[config.mk]
export PLATFORM = sky130hd
export DESIGN_NAME = imm_ext_stage
export DESIGN_NICKNAME = d
export VERILOG_FILES = /design/src/rtl/imm_ext_stage.sv
export SDC_FILE = /design/constraint.sdc
export NUM_CORES = 1
export LEC_CHECK = 0
export BUFFER_PORTS_ARGS = -buffer_cell sky130_fd_sc_hd__buf_4
export CAP_MARGIN = 20
export CORE_ASPECT_RATIO = 0.8
export CORE_MARGIN = 1.5
export CORE_UTILIZATION = 46
export CTS_CLUSTER_DIAMETER = 100
export DETAILED_ROUTE_END_ITERATION = 12
export PLACE_DENSITY = 0.76
export RECOVER_POWER = 25
export SKIP_LAST_GASP = 1
export SLEW_MARGIN = 40
export SYNTH_ARGS = -nofsm -noshare
export SYNTH_HDL_FRONTEND = slang
export SYNTH_SLANG_ARGS = --single-unit
[constraint.sdc]
create_clock -name clk -period 1.5 [get_ports clk]
set_input_delay 0.15 -clock clk [delete_from_list [all_inputs] [get_ports clk]]
set_output_delay 0.15 -clock clk [all_outputs]
set_load 0.1 [all_outputs]
[src/rtl/imm_ext_stage.sv]
// Registered immediate-extraction stage: decodes and extends the immediate
// field of an ARMv8 instruction by encoding class, holds it in a
// single-entry valid/ready pipeline register, and counts illegal entries.
module imm_ext_stage #(
  parameter int XLEN     = 64,
  parameter int TAG_W    = 5,
  parameter int SCALE_BR = 1,
  parameter int CNT_W    = 8
) (
  input  logic             clk,
  input  logic             rst_n,
  input  logic             in_valid,
  output logic             in_ready,
  input  logic [31:0]      instr,
  input  logic [2:0]       sign_ext,
  input  logic [TAG_W-1:0] tag_in,
  input  logic             flush,
  output logic             out_valid,
  input  logic             out_ready,
  output logic [XLEN-1:0]  imm,
  output logic [TAG_W-1:0] tag_out,
  output logic             imm_err,
  output logic [CNT_W-1:0] err_count
);

  localparam logic [2:0] MODE_ALU   = 3'b000;
  localparam logic [2:0] MODE_DT    = 3'b001;
  localparam logic [2:0] MODE_SHAMT = 3'b010;
  localparam logic [2:0] MODE_CB    = 3'b011;
  localparam logic [2:0] MODE_B     = 3'b100;
  localparam logic [2:0] MODE_MOVW  = 3'b101;

  // Saturating increment: the counter sticks at all-ones.
  function automatic logic [CNT_W-1:0] sat_inc(input logic [CNT_W-1:0] c);
    return (&c) ? c : c + 1'b1;
  endfunction

  // Branch offsets are word offsets; optionally convert them to bytes.
  function automatic logic signed [XLEN-1:0] scale_br(input logic signed [XLEN-1:0] v);
    return (SCALE_BR != 0) ? (v <<< 2) : v;
  endfunction

  logic signed [XLEN-1:0] sx_dt;
  logic signed [XLEN-1:0] sx_cb;
  logic signed [XLEN-1:0] sx_b;
  logic [XLEN-1:0]        zx_alu;
  logic [XLEN-1:0]        zx_shamt;
  logic [XLEN-1:0]        zx_movw;
  logic [5:0]             movw_sh;
  logic [XLEN-1:0]        dec_imm;
  logic                   dec_err;
  logic                   accept;

  logic                   vld_p1;
  logic [XLEN-1:0]        imm_p1;
  logic [TAG_W-1:0]       tag_p1;
  logic                   err_p1;
  logic [CNT_W-1:0]       cnt_p1;

  // Opcode/condition bits above the widest field are never looked at.
  logic unused_bits;
  assign unused_bits = ^instr[31:26];

  // Field extraction and extension; sign is taken from the field MSB before scaling.
  always_comb begin
    sx_dt    = {{(XLEN-9){instr[20]}}, instr[20:12]};
    sx_cb    = {{(XLEN-19){instr[23]}}, instr[23:5]};
    sx_b     = {{(XLEN-26){instr[25]}}, instr[25:0]};
    zx_alu   = {{(XLEN-12){1'b0}}, instr[21:10]};
    zx_shamt = {{(XLEN-6){1'b0}}, instr[15:10]};
    movw_sh  = {instr[22:21], 4'b0000};
    zx_movw  = {{(XLEN-16){1'b0}}, instr[20:5]} << movw_sh;
  end

  // Mode select; anything not recognised yields the illegal result.
  always_comb begin
    dec_imm = '0;
    dec_err = 1'b0;
    case (sign_ext)
      MODE_ALU:   dec_imm = instr[22] ? (zx_alu << 12) : zx_alu;
      MODE_DT:    dec_imm = sx_dt;
      MODE_SHAMT: dec_imm = zx_shamt;
      MODE_CB:    dec_imm = scale_br(sx_cb);
      MODE_B:     dec_imm = scale_br(sx_b);
      MODE_MOVW: begin
        // A 32-bit datapath only has half-words 0 and 1.
        if (XLEN == 32 && instr[22]) dec_err = 1'b1;
        else                         dec_imm = zx_movw;
      end
      default:    dec_err = 1'b1;
    endcase
  end

  assign in_ready = !vld_p1 || out_ready;
  assign accept   = in_valid && in_ready;

  // ---- stage p1: output register and illegal-entry counter ----
  // Flush dominates any accept or drain; data holds whenever nothing is accepted.
  always_ff @(posedge clk or negedge rst_n) begin
    if (!rst_n) begin
      vld_p1 <= 1'b0;
      imm_p1 <= '0;
      tag_p1 <= '0;
      err_p1 <= 1'b0;
      cnt_p1 <= '0;
    end else if (flush) begin
      vld_p1 <= 1'b0;
    end else if (accept) begin
      vld_p1 <= 1'b1;
      imm_p1 <= dec_imm;
      tag_p1 <= tag_in;
      err_p1 <= dec_err;
      if (dec_err) cnt_p1 <= sat_inc(cnt_p1);
    end else if (out_ready) begin
      vld_p1 <= 1'b0;
    end
  end

  assign out_valid = vld_p1;
  assign imm       = imm_p1;
  assign tag_out   = tag_p1;
  assign imm_err   = err_p1;
  assign err_count = cnt_p1;

endmodule

# After elaboration in Yosys (flattened, before gate mapping)
# Index checks and enable logic that the tools add are counted.
[totals] regBits=79 input_bits=45 out_inout_bits=80 word_cells=30
[op_classes] add_sub_neg=1 eq_ne=5 shifts=1 muxes=6 bitwise=3 n_reduce_logical=9
[ops] cell="64-bit case mux with 6 select lines" n=1
[ops] cell="16-bit by 6-bit << shifter with 64-bit output" n=1
[ops] cell="24-bit 2-to-1 mux" n=1
[ops] cell="8-bit by 1-bit adder with 8-bit output, second input constant" n=1
[ops] cell="8-bit AND reduction" n=1
[ops] cell="3-bit by 2-bit == test with 1-bit output, second input constant" n=2
[ops] cell="3-bit == test, second input constant" n=2
[ops] cell="6-bit OR reduction" n=1
[ops] cell="1-bit 2-to-1 mux" n=4
[ops] cell="4-bit AND reduction" n=1
[ops] cell="3-bit by 1-bit == test with 1-bit output, second input constant" n=1
[ops] cell="3-bit logical NOT" n=1
[ops] cell="1-bit inverter" n=3
[ops] cell="3-bit nonzero test" n=1
[ops] cell="2-bit AND reduction" n=1
[ops] cell="1-bit logical AND" n=1
[ops] cell="1-bit logical NOT" n=1
[ops] cell="1-bit logical OR" n=1

# Depth between registers and ports, before layout
# Gate-level depths: netlist of run 1.
[depth] ltp_word=5 depth_mapped=7 ltp_nobuf=4

# Least setup slack after synthesis of run 1
# Ideal clock, no wire load.
[synth_timing] path_type="reg-to-reg" from="register vld_p1 (netlist: out_valid)" to="register imm_p1[4] (netlist: imm[4])" setup_time_ns=0.087 arrival_ns=2.796 required_time_ns=1.413 path_slack_ns=-1.383 stages_incl_launch_ff=7 path_buffers=2 period_less_slack_ns=2.883 cell_sequence="dfrtp_1 nand2b_1 nand2_1 clkbuf_1 clkbuf_1 nand2_1 o211ai_1"
[synth_via] elab_chain_cells=4
[synth_rtl] item="from (decl)" line="54" rtl="logic vld_p1;"
[synth_rtl] item="from (signal assigned)" line="101" rtl="vld_p1 <= 1'b0;"
[synth_rtl] item="from (signal assigned)" line="107" rtl="vld_p1 <= 1'b0;"
[synth_rtl] item="from (signal assigned)" line="109" rtl="vld_p1 <= 1'b1;"
[synth_rtl] item="1-bit logical NOT" line="94" rtl="assign in_ready = !vld_p1 || out_ready;"
[synth_rtl] item="1-bit logical OR" line="94"
[synth_rtl] item="net in_ready" line="13" rtl="output logic in_ready,"
[synth_rtl] item="1-bit logical AND" line="95" rtl="assign accept = in_valid && in_ready;"
[synth_rtl] item="2-bit AND reduction (no source line)"
[synth_rtl] item="to (signal assigned)" line="110" rtl="imm_p1 <= dec_imm;"
[synth_rtl] item="to (decl)" line="55" rtl="logic [XLEN-1:0] imm_p1;"
# The timed path passes the listed nets, and every way through them passes these cells.
# A chain may end at the register's enable or synchronous reset.

# Worst setup path in the final report of run 1
[layout_timing] from="register vld_p1 (netlist: out_valid)" to="register imm_p1[44] (netlist: imm[44])"
[layout_via] elab_chain_cells=4
[layout_rtl] item="1-bit logical NOT" line="94"
[layout_rtl] item="1-bit logical OR" line="94"
[layout_rtl] item="1-bit logical AND" line="95"
[layout_rtl] item="2-bit AND reduction (no source line)"
# No other way between the ends.

==> report_table.html, run 1 <==
<table>
<tr><th>Metric</th><th>Value</th></tr>
<tr><th colspan="2">Placement</th></tr>
<tr><td>Placed standard-cell area</td><td>0.00520 mm2</td></tr>
<tr><td>Setup slack at placement</td><td>-178 ps</td></tr>
<tr><td>IO Port Bufs</td><td>118</td></tr>
<tr><td>Estimated wirelength of the detail-placed design</td><td>8.49 mm</td></tr>
<tr><td>Total instance count after detailed placement</td><td>680</td></tr>
<tr><td>RePlAce Congestion</td><td>0.940</td></tr>
<tr><th colspan="2">Clock tree</th></tr>
<tr><td>Clock-pin slew on the worst setup and hold paths</td><td>90 ps</td></tr>
<tr><td>Number of clock sinks</td><td>79</td></tr>
<tr><td>Number of H-tree levels</td><td>3</td></tr>
<tr><td>Clock insertion delay at the later pin of the skew report</td><td>between 300 and 400 ps</td></tr>
<tr><td>Clock tree from TritonCTS</td><td>yes</td></tr>
<tr><td>Buffer type at the clock tree root</td><td>clkbuf_8</td></tr>
<tr><td>Number of buffers created by CTS</td><td>9</td></tr>
<tr><td>CTS Buffer Depth</td><td>2</td></tr>
<tr><th colspan="2">Critical path</th></tr>
<tr><td>Register-to-register setup slack</td><td>-60 ps</td></tr>
<tr><td>CP Launch Type</td><td>register</td></tr>
<tr><td>Critical path arrival</td><td>1760 ps</td></tr>
<tr><td>CP endpoint kind</td><td>register</td></tr>
<tr><td>Critical Path Fanout Max</td><td>32</td></tr>
<tr><td>Worst setup path class</td><td>reg2reg</td></tr>
<tr><td>Slowest-stage cell, CP</td><td>nor2_4</td></tr>
<tr><td>Number of cells on the worst reg-to-reg path</td><td>4</td></tr>
<tr><td>Ordered list of cells on the worst path</td><td>nand2b_4 &gt; nand2_1 &gt; nor2_4 &gt; a21oi_1</td></tr>
<tr><td>Startpoint of the lowest-slack register-to-register path</td><td>out_valid</td></tr>
<tr><td>Endpoint required time on the critical path</td><td>1700 ps</td></tr>
<tr><td>Worst reg2reg path endpoint</td><td>imm[44]</td></tr>
<tr><td>CP max stage delay</td><td>580 ps</td></tr>
<tr><th colspan="2">STA</th></tr>
<tr><td>Tightest slew margin relative to the limit</td><td>0.430</td></tr>
<tr><td>Final hold violation count</td><td>0</td></tr>
<tr><td>Hold Slack</td><td>37.1 ps</td></tr>
<tr><td>Clock period minus worst slack</td><td>1560 ps</td></tr>
<tr><td>Final Worst Setup Slack</td><td>-58.6 ps</td></tr>
<tr><td>Tcrit/Tclk final</td><td>1.04</td></tr>
<tr><td>Max Clock Freq</td><td>0.642 GHz</td></tr>
<tr><td>Pins over their slew limit</td><td>0</td></tr>
<tr><td>Post-route clock skew</td><td>6.80 ps</td></tr>
<tr><td>Final-report setup violation count</td><td>35</td></tr>
<tr><td>Worst Max-Slew Pin Slew</td><td>~860 ps</td></tr>
<tr><td>Unrepaired setup endpoints after global routing</td><td>yes</td></tr>
<tr><th colspan="2">Detailed routing</th></tr>
<tr><td>Number of vias per cell after detailed routing</td><td>5.61</td></tr>
<tr><td>DRT Pass-1 Iters</td><td>6</td></tr>
<tr><td>Iteration-0 DRC Markers</td><td>352</td></tr>
<tr><td>Post-Route WL</td><td>approximately 12 mm</td></tr>
<tr><td>Total vias in the final route</td><td>3958</td></tr>
<tr><td>Average wire length per cell after detail routing</td><td>17.7 um</td></tr>
<tr><td>Post-route DRC</td><td>0</td></tr>
<tr><td>Final ANT Viol Nets</td><td>0</td></tr>
<tr><th colspan="2">Worst hold path</th></tr>
<tr><td>Number of instances on the worst hold path</td><td>3</td></tr>
<tr><td>Startpoint of the tightest hold check path</td><td>in_valid</td></tr>
<tr><td>Endpoint of the worst hold path</td><td>out_valid</td></tr>
<tr><td>Hold WC Path Type</td><td>in2reg</td></tr>
<tr><th colspan="2">Logic synthesis</th></tr>
<tr><td>Post-synth net total</td><td>501</td></tr>
<tr><td>Yosys warning count</td><td>0</td></tr>
<tr><td>Post-synth top area cell</td><td>dfrtp_1</td></tr>
<tr><td>Ranking of synthesized cells by area</td><td>dfrtp_1 50%, nand2_1 8.9%, a21oi_1 7.8%</td></tr>
<tr><td>Post-synth EDFFs</td><td>0</td></tr>
<tr><td>Area fraction of the dominant cell type after synthesis</td><td>0.496</td></tr>
<tr><td>Ys async rst share</td><td>1.00</td></tr>
<tr><td>Gate count of the mapped netlist</td><td>455</td></tr>
<tr><td>Number of distinct library cell variants in the gate-level netlist after synthesis</td><td>a little over 50</td></tr>
<tr><td>Sequential share of the synthesized area</td><td>0.496</td></tr>
<tr><td>Predominant post-synthesis flop cell</td><td>dfrtp_1</td></tr>
<tr><td>FF+latch count, synth</td><td>79</td></tr>
<tr><td>Post-synthesis instance area</td><td>~0.004 mm2</td></tr>
<tr><td>Synthesized area per cell</td><td>approximately 8.8 um2</td></tr>
<tr><th colspan="2">GRT</th></tr>
<tr><td>Total congestion overflow after global routing</td><td>0</td></tr>
<tr><td>Gr usage total</td><td>0.269</td></tr>
<tr><td>Number of antenna violations at the first check in global routing</td><td>0</td></tr>
<tr><td>Wire length of the first global-routing pass</td><td>19.1 mm</td></tr>
<tr><td>Pin count of the biggest net entering global routing</td><td>44</td></tr>
<tr><td>Via count of the first global-routing pass</td><td>3791</td></tr>
<tr><th colspan="2">Outcome</th></tr>
<tr><td>Status</td><td>finished with violations</td></tr>
<tr><td>Violated checks</td><td>setup timing</td></tr>
<tr><th colspan="2">Pwr</th></tr>
<tr><td>Power per cell area</td><td>1540 mW/mm2</td></tr>
<tr><td>Leakage power figure</td><td>2.55 nW</td></tr>
<tr><td>Peak VDD IR</td><td>0.00111 V</td></tr>
<tr><th colspan="2">Die</th></tr>
<tr><td>Die extent in y</td><td>between 80 and 90 um</td></tr>
<tr><td>Die outline width</td><td>107 um</td></tr>
<tr><td>Initial Utilization</td><td>0.472</td></tr>
<tr><td>Number of primary I/O pins</td><td>125</td></tr>
<tr><td>Die Footprint</td><td>about 0.0092 mm2</td></tr>
<tr><td>CORE AREA</td><td>0.00845 mm2</td></tr>
<tr><td>Std-Cell Rows</td><td>30</td></tr>
<tr><th colspan="2">Final layout</th></tr>
<tr><td>Commonest non-fill, non-tap cells in the layout</td><td>152 x buf_4, 94 x nand2_1, 70 x dfrtp_1, 62 x a21oi_1, 51 x nor2_1</td></tr>
<tr><td>Utilization of the core after routing</td><td>0.663</td></tr>
<tr><td>Final Instance Area</td><td>0.00560 mm2</td></tr>
<tr><td>Fin nets</td><td>634</td></tr>
<tr><td>Number of antenna repair diodes</td><td>0</td></tr>
<tr><td>Number of filler cells placed in the layout</td><td>664</td></tr>
<tr><td>Most common library cell in the layout ignoring fill and taps</td><td>buf_4</td></tr>
<tr><td>Final Instance Count excl. Fillers</td><td>705</td></tr>
<tr><td>Share of layout cells above drive strength 1</td><td>0.356</td></tr>
<tr><td>Area Overhead vs Synth</td><td>40.6%</td></tr>
<tr><th colspan="2">Run</th></tr>
<tr><td>Max_cap viols</td><td>0</td></tr>
</table>
-- worst max-delay path, delay by kind of cell, from the launching register on --
kind | cells | cell delay [ps]
AOI/OAI and AO/OA | 1 | 160
DFF | 1 | 490
and+or+nand+nor | 3 | 740
-- final cells by class --
| cell class | instances | area (um2) | area share |
|---|---|---|---|
| tap | 112 | 140 | 0.0250 |
| timing repair buffer | 166 | 1300 | 0.233 |
| clock buffer | 10 | 128 | 0.0228 |
| inverter | 3 | 11.3 | 0.00201 |
| multi-input combinational | 329 | 1920 | 0.343 |
| sequential | 79 | 2010 | 0.358 |
| clock inverter | 6 | 91.3 | 0.0163 |
-- metal layers --
layer / GRT usage / share of wire
met5: 0 / 0
met4: 0.101 / 0.018
met3: 0.0767 / 0.096
met2: 0.419 / 0.48
met1: 0.359 / 0.41
-- Yosys cell counts (3+ instances only) --
master / n
o21ai_0: 21
buf_4: 4
nor2b_1: 3
a221oi_1: 14
or3b_2: 4
inv_1: 3
a2111oi_0: 4
buf_6: 3
mux2i_1: 4
xor2_1: 6
a21oi_1: 62
a22o_1: 4
clkbuf_1: 21
nand2_1: 94
buf_2: 14
nor2_1: 53
o21ai_1: 3
nand2b_1: 6
a22oi_1: 4
nand3_1: 4
dfrtp_1: 79
-- report_power, final --
| group | switching, mW | internal (mW) | leakage [nW] |
|---|---|---|---|
| Clock | 0.817 | 0.950 | 0.111 |
| Combinational | 3.22 | 0.921 | 1.47 |
| Sequential | 0.211 | 2.49 | 0.967 |
-- worst max-delay path by stage --
stage / from / end / slack [ps] / cells past startpoint
6_report: out_valid / imm[44] / -60 / 4
5_1_grt: out_valid / imm[59] / -130 / 4
4_1_cts: out_valid / imm[44] / -40 / 4
3_5_place_dp: out_valid / imm[10] / -180 / 5
3_3_place_gp: out_valid / imm[32] / -360 / 4
2_1_floorplan: out_valid / imm[0] / -270 / 5
-- metrics by stage --
step                      setup TNS [ps]  power, mW
final                               -896       8.61
after global routing               -3890       8.93
after CTS                           -401       8.57
after detailed placement           -2180       6.78
after global placement            -11240       6.72
after floorplan                   -16260       5.74
-- logic make-up after synthesis --
kind of cell               Yosys count  synth area share
xor gates and xnor gates             6            0.0132
adders and majority gates            1           0.00314
muxes                                6            0.0157
buffers and inverters               47            0.0584
DFF                                 79             0.496
and+or+nand+nor                    185             0.208
AOI/OAI and AO/OA                  131             0.205
-- sequential cells by signal (all words and copies together), names as in the netlist --
name,flops
imm,64
err_count,8
tag_out,5
imm_err,1
out_valid,1
-- timing repair --
item	in CTS	in global routing
endpoints found under the setup margin	48	53
endpoints found under the hold margin	36	1
buffers inserted	0	2
gates resized for setup	12	13
pin swaps	1	6
hold buffers	6	1
gates cloned	0	0
Note: power is estimated with default switching activity, not from simulation.
==> run 2: changes to the inputs <==
--- a/config.mk
+++ b/config.mk
@@ -5,14 +5,14 @@
 export SDC_FILE = /design/constraint.sdc
 export NUM_CORES = 1
 export LEC_CHECK = 0
-export BUFFER_PORTS_ARGS = -buffer_cell sky130_fd_sc_hd__buf_4
 export CAP_MARGIN = 20
 export CORE_ASPECT_RATIO = 0.8
 export CORE_MARGIN = 1.5
-export CORE_UTILIZATION = 46
+export CORE_UTILIZATION = 57
 export CTS_CLUSTER_DIAMETER = 100
 export DETAILED_ROUTE_END_ITERATION = 12
-export PLACE_DENSITY = 0.76
+export DONT_BUFFER_PORTS = 1
+export PLACE_DENSITY = 0.75
 export RECOVER_POWER = 25
 export SKIP_LAST_GASP = 1
 export SLEW_MARGIN = 40
==> report_table.html, run 2 (synthesis results as in run 1) <==
<table>
<tr><th>Metric</th><th>Value</th></tr>
<tr><th colspan="2">Outcome</th></tr>
<tr><td>Status</td><td>finished with violations</td></tr>
<tr><td>Violated checks</td><td>hold timing</td></tr>
<tr><th colspan="2">Critical path</th></tr>
<tr><td>Endpoint required time on the critical path</td><td>1740 ps (+40 ps)</td></tr>
<tr><td>CP endpoint kind</td><td>register</td></tr>
<tr><td>CP max stage delay</td><td>490 ps (-90 ps)</td></tr>
<tr><td>Worst setup path class</td><td>reg2reg</td></tr>
<tr><td>CP Launch Type</td><td>register</td></tr>
<tr><td>Critical path arrival</td><td>1680 ps (-80 ps)</td></tr>
<tr><td>Slowest-stage cell, CP</td><td>dfrtp_4</td></tr>
<tr><td>Ordered list of cells on the worst path</td><td>nand2b_4 &gt; nand2_1 &gt; buf_12 &gt; nor2_4 &gt; clkbuf_16 &gt; a21oi_1</td></tr>
<tr><td>Critical Path Fanout Max</td><td>21 (-34%)</td></tr>
<tr><th colspan="2">Clock tree</th></tr>
<tr><td>Number of buffers created by CTS</td><td>9 (unchanged)</td></tr>
<tr><td>Buffer type at the clock tree root</td><td>clkbuf_8</td></tr>
<tr><td>Number of H-tree levels</td><td>3 (unchanged)</td></tr>
<tr><td>Clock insertion delay at the later pin of the skew report</td><td>350 ps (about the same)</td></tr>
<tr><td>Clock-pin slew on the worst setup and hold paths</td><td>80 ps (about the same)</td></tr>
<tr><td>Clock tree from TritonCTS</td><td>yes</td></tr>
<tr><td>Number of clock sinks</td><td>79 (unchanged)</td></tr>
<tr><td>CTS Buffer Depth</td><td>2 (unchanged)</td></tr>
<tr><th colspan="2">Final layout</th></tr>
<tr><td>Area Overhead vs Synth</td><td>31.1%</td></tr>
<tr><td>Number of antenna repair diodes</td><td>0 (unchanged)</td></tr>
<tr><td>Most common library cell in the layout ignoring fill and taps</td><td>nand2_1</td></tr>
<tr><td>Utilization of the core after routing</td><td>0.765 (+0.102)</td></tr>
<tr><td>Number of filler cells placed in the layout</td><td>452 (-32%)</td></tr>
<tr><td>Fin nets</td><td>590 (-6.9%)</td></tr>
<tr><td>Share of layout cells above drive strength 1</td><td>0.257 (-0.0990)</td></tr>
<tr><td>Max FFs per register</td><td>64 (unchanged)</td></tr>
<tr><td>Commonest non-fill, non-tap cells in the layout</td><td>94 x nand2_1, 88 x buf_4, 70 x dfrtp_1, 62 x a21oi_1, 51 x nor2_1</td></tr>
<tr><th colspan="2">STA</th></tr>
<tr><td>Max Clock Freq</td><td>0.694 GHz (+8.1%)</td></tr>
<tr><td>Tcrit/Tclk final</td><td>0.961 (-0.0779)</td></tr>
<tr><td>Post-route clock skew</td><td>7.97 ps (+1.17 ps)</td></tr>
<tr><td>Worst Max-Slew Pin Slew</td><td>428 ps (-428 ps)</td></tr>
<tr><td>Final-report setup violation count</td><td>0 (-100%)</td></tr>
<tr><td>Unrepaired setup endpoints after global routing</td><td>yes</td></tr>
<tr><td>Tightest slew margin relative to the limit</td><td>0.714 (+0.285)</td></tr>
<tr><td>Clock period minus worst slack</td><td>1440 ps (-117 ps)</td></tr>
<tr><td>Final sum of negative setup slack</td><td>0 ps (+896 ps)</td></tr>
<tr><td>Final hold violation count</td><td>79 (+79)</td></tr>
<tr><td>Pins over their slew limit</td><td>0 (unchanged)</td></tr>
<tr><td>Hold Slack</td><td>-515 ps (-552 ps)</td></tr>
<tr><th colspan="2">Pwr</th></tr>
<tr><td>Fraction of power consumed by the clock network</td><td>0.198 (-0.007)</td></tr>
<tr><td>Sequential group share of total power</td><td>0.329 (+0.016)</td></tr>
<tr><td>Leakage power figure</td><td>2.31 nW (-9.4%)</td></tr>
<tr><td>Sw power</td><td>4.00 mW (-6.0%)</td></tr>
<tr><td>Power per cell area</td><td>1560 mW/mm2 (+1.7%)</td></tr>
<tr><td>Proportion of power drawn by combinational gates</td><td>0.473 (-0.008)</td></tr>
<tr><td>Switching share of power</td><td>0.490 (-0.00374)</td></tr>
<tr><td>Internal cell power</td><td>4.16 mW (-4.5%)</td></tr>
<tr><td>Peak VDD IR</td><td>0.00111 V (-0.18%)</td></tr>
<tr><th colspan="2">GRT</th></tr>
<tr><td>Total congestion overflow after global routing</td><td>0 (unchanged)</td></tr>
<tr><td>Via count of the first global-routing pass</td><td>3718 (-1.9%)</td></tr>
<tr><td>Number of antenna violations at the first check in global routing</td><td>0 (unchanged)</td></tr>
<tr><td>Gr usage total</td><td>0.339 (+0.0700)</td></tr>
<tr><td>Pin count of the biggest net entering global routing</td><td>80 (+82%)</td></tr>
<tr><td>Wire length of the first global-routing pass</td><td>19.1 mm (+0.33%)</td></tr>
<tr><th colspan="2">Die</th></tr>
<tr><td>Die Footprint</td><td>0.00750 mm2 (-19%)</td></tr>
<tr><td>Die extent in y</td><td>77.8 um (-9.8%)</td></tr>
<tr><td>Number of primary I/O pins</td><td>125 (unchanged)</td></tr>
<tr><td>CORE AREA</td><td>0.00682 mm2 (-19%)</td></tr>
<tr><td>Initial Utilization</td><td>0.584 (+0.112)</td></tr>
<tr><td>Die outline width</td><td>96.5 um (-9.9%)</td></tr>
<tr><td>Std-Cell Rows</td><td>27 (-10%)</td></tr>
<tr><th colspan="2">Placement</th></tr>
<tr><td>IO Port Bufs</td><td>0 (-100%)</td></tr>
<tr><td>Estimated wirelength of the detail-placed design</td><td>7.41 mm (-13%)</td></tr>
<tr><td>RePlAce Congestion</td><td>0.896 (-4.7%)</td></tr>
<tr><th colspan="2">Worst hold path</th></tr>
<tr><td>Hold WC Path Type</td><td>in2async</td></tr>
<tr><th colspan="2">Detailed routing</th></tr>
<tr><td>Final ANT Viol Nets</td><td>0 (unchanged)</td></tr>
<tr><td>Number of vias per cell after detailed routing</td><td>6.16 (+9.6%)</td></tr>
<tr><td>Total vias in the final route</td><td>3915 (-1.1%)</td></tr>
<tr><td>Average wire length per cell after detail routing</td><td>19.4 um (+9.9%)</td></tr>
<tr><td>Post-route DRC</td><td>0 (unchanged)</td></tr>
<tr><td>Iteration-0 DRC Markers</td><td>461 (+31%)</td></tr>
<tr><td>DRT Pass-1 Iters</td><td>5 (-1)</td></tr>
<tr><td>Post-Route WL</td><td>12.3 mm (-0.87%)</td></tr>
<tr><th colspan="2">Run</th></tr>
<tr><td>Max_cap viols</td><td>0 (unchanged)</td></tr>
</table>
==> run 2: cell count changes in the layout (fill, tap and decap cells not counted), moves of 3 or more <==
cell / previous run / this run
buf_4: 152 / 88
dlygate4sd3_1: 7 / 28
o21ai_0: 18 / 21
o21ai_1: 6 / 3
==> run 2: power by group through the flow <==
stage	Combinational, mW	Clock, mW	Sequential (mW)
after floorplan	0.606	0	5.13
after global placement	3.69	0	2.69
after detailed placement	3.73	0	2.71
after CTS	3.80	1.64	2.67
after global routing	3.99	1.74	2.72
final	3.86	1.61	2.68
==> run 2: worst paths after layout <==
kind / startpoint / end / slack [ps] / depth (start not counted)
min in group clk: instr[20] / imm[31] / 10 / 2
max: out_valid / imm[32] / 60 / 6
min: rst_n / imm[8] / -520 / 0
min reg2reg: imm[18] / imm[18] / 480 / 2
max reg2reg: out_valid / imm[32] / 60 / 6
max in group asynchronous: rst_n / err_count[1] / 1850 / 0
==> run 2: per-stage QoR <==
stage / power (mW) / cells / setup slack [ps] / hold slack (ps) / cell area, um2
6_report: 8.16 / 636 / 58.3 / -515 / 5220
5_1_grt: 8.45 / 636 / -14.2 / -545 / 5220
4_1_cts: 8.11 / 631 / 14.7 / -527 / 5130
3_5_place_dp: 6.43 / 591 / -76.9 / -143 / 4680
3_3_place_gp: 6.38 / 591 / -30.6 / -143 / 4680
2_1_floorplan: 5.74 / 455 / -267 / -146 / 4110
==> run 2: metal layers <==
layer,GRT usage,share of wire,vias to the layer above
li1,-,-,1754
met1,0.453,0.39,1877
met2,0.499,0.47,244
met3,0.130,0.11,40
met4,0.128,0.028,0
met5,0,0,-
==> run 2: critical path: cells and delay by family (launching register included) <==
kind / cells / cell delay [ps]
flops: 1 / 490
buf+inv: 2 / 390
simple gates: 3 / 380
compound gates: 1 / 80
==> run 2: cell type report <==
class                           instances  area [um2]  area share
Timing Repair Buffer                  122        1050       0.201
Sequential cell                        79        2010       0.384
Clock buffer                           13         159      0.0304
Inverter                                3        11.3     0.00216
Tap cell                               87         109      0.0208
Clock inverter                          3        43.8     0.00839
Multi-Input combinational cell        329        1850       0.353
==> run 2: what timing repair did <==
action / 4_1_cts / 5_1_grt
gates resized for setup: 4 / 8
gates cloned: 0 / 1
buffers inserted: 0 / 0
setup endpoints to repair: 8 / 45
hold buffers: 24 / 4
pin swaps: 1 / 0
hold endpoints to repair: 120 / 83
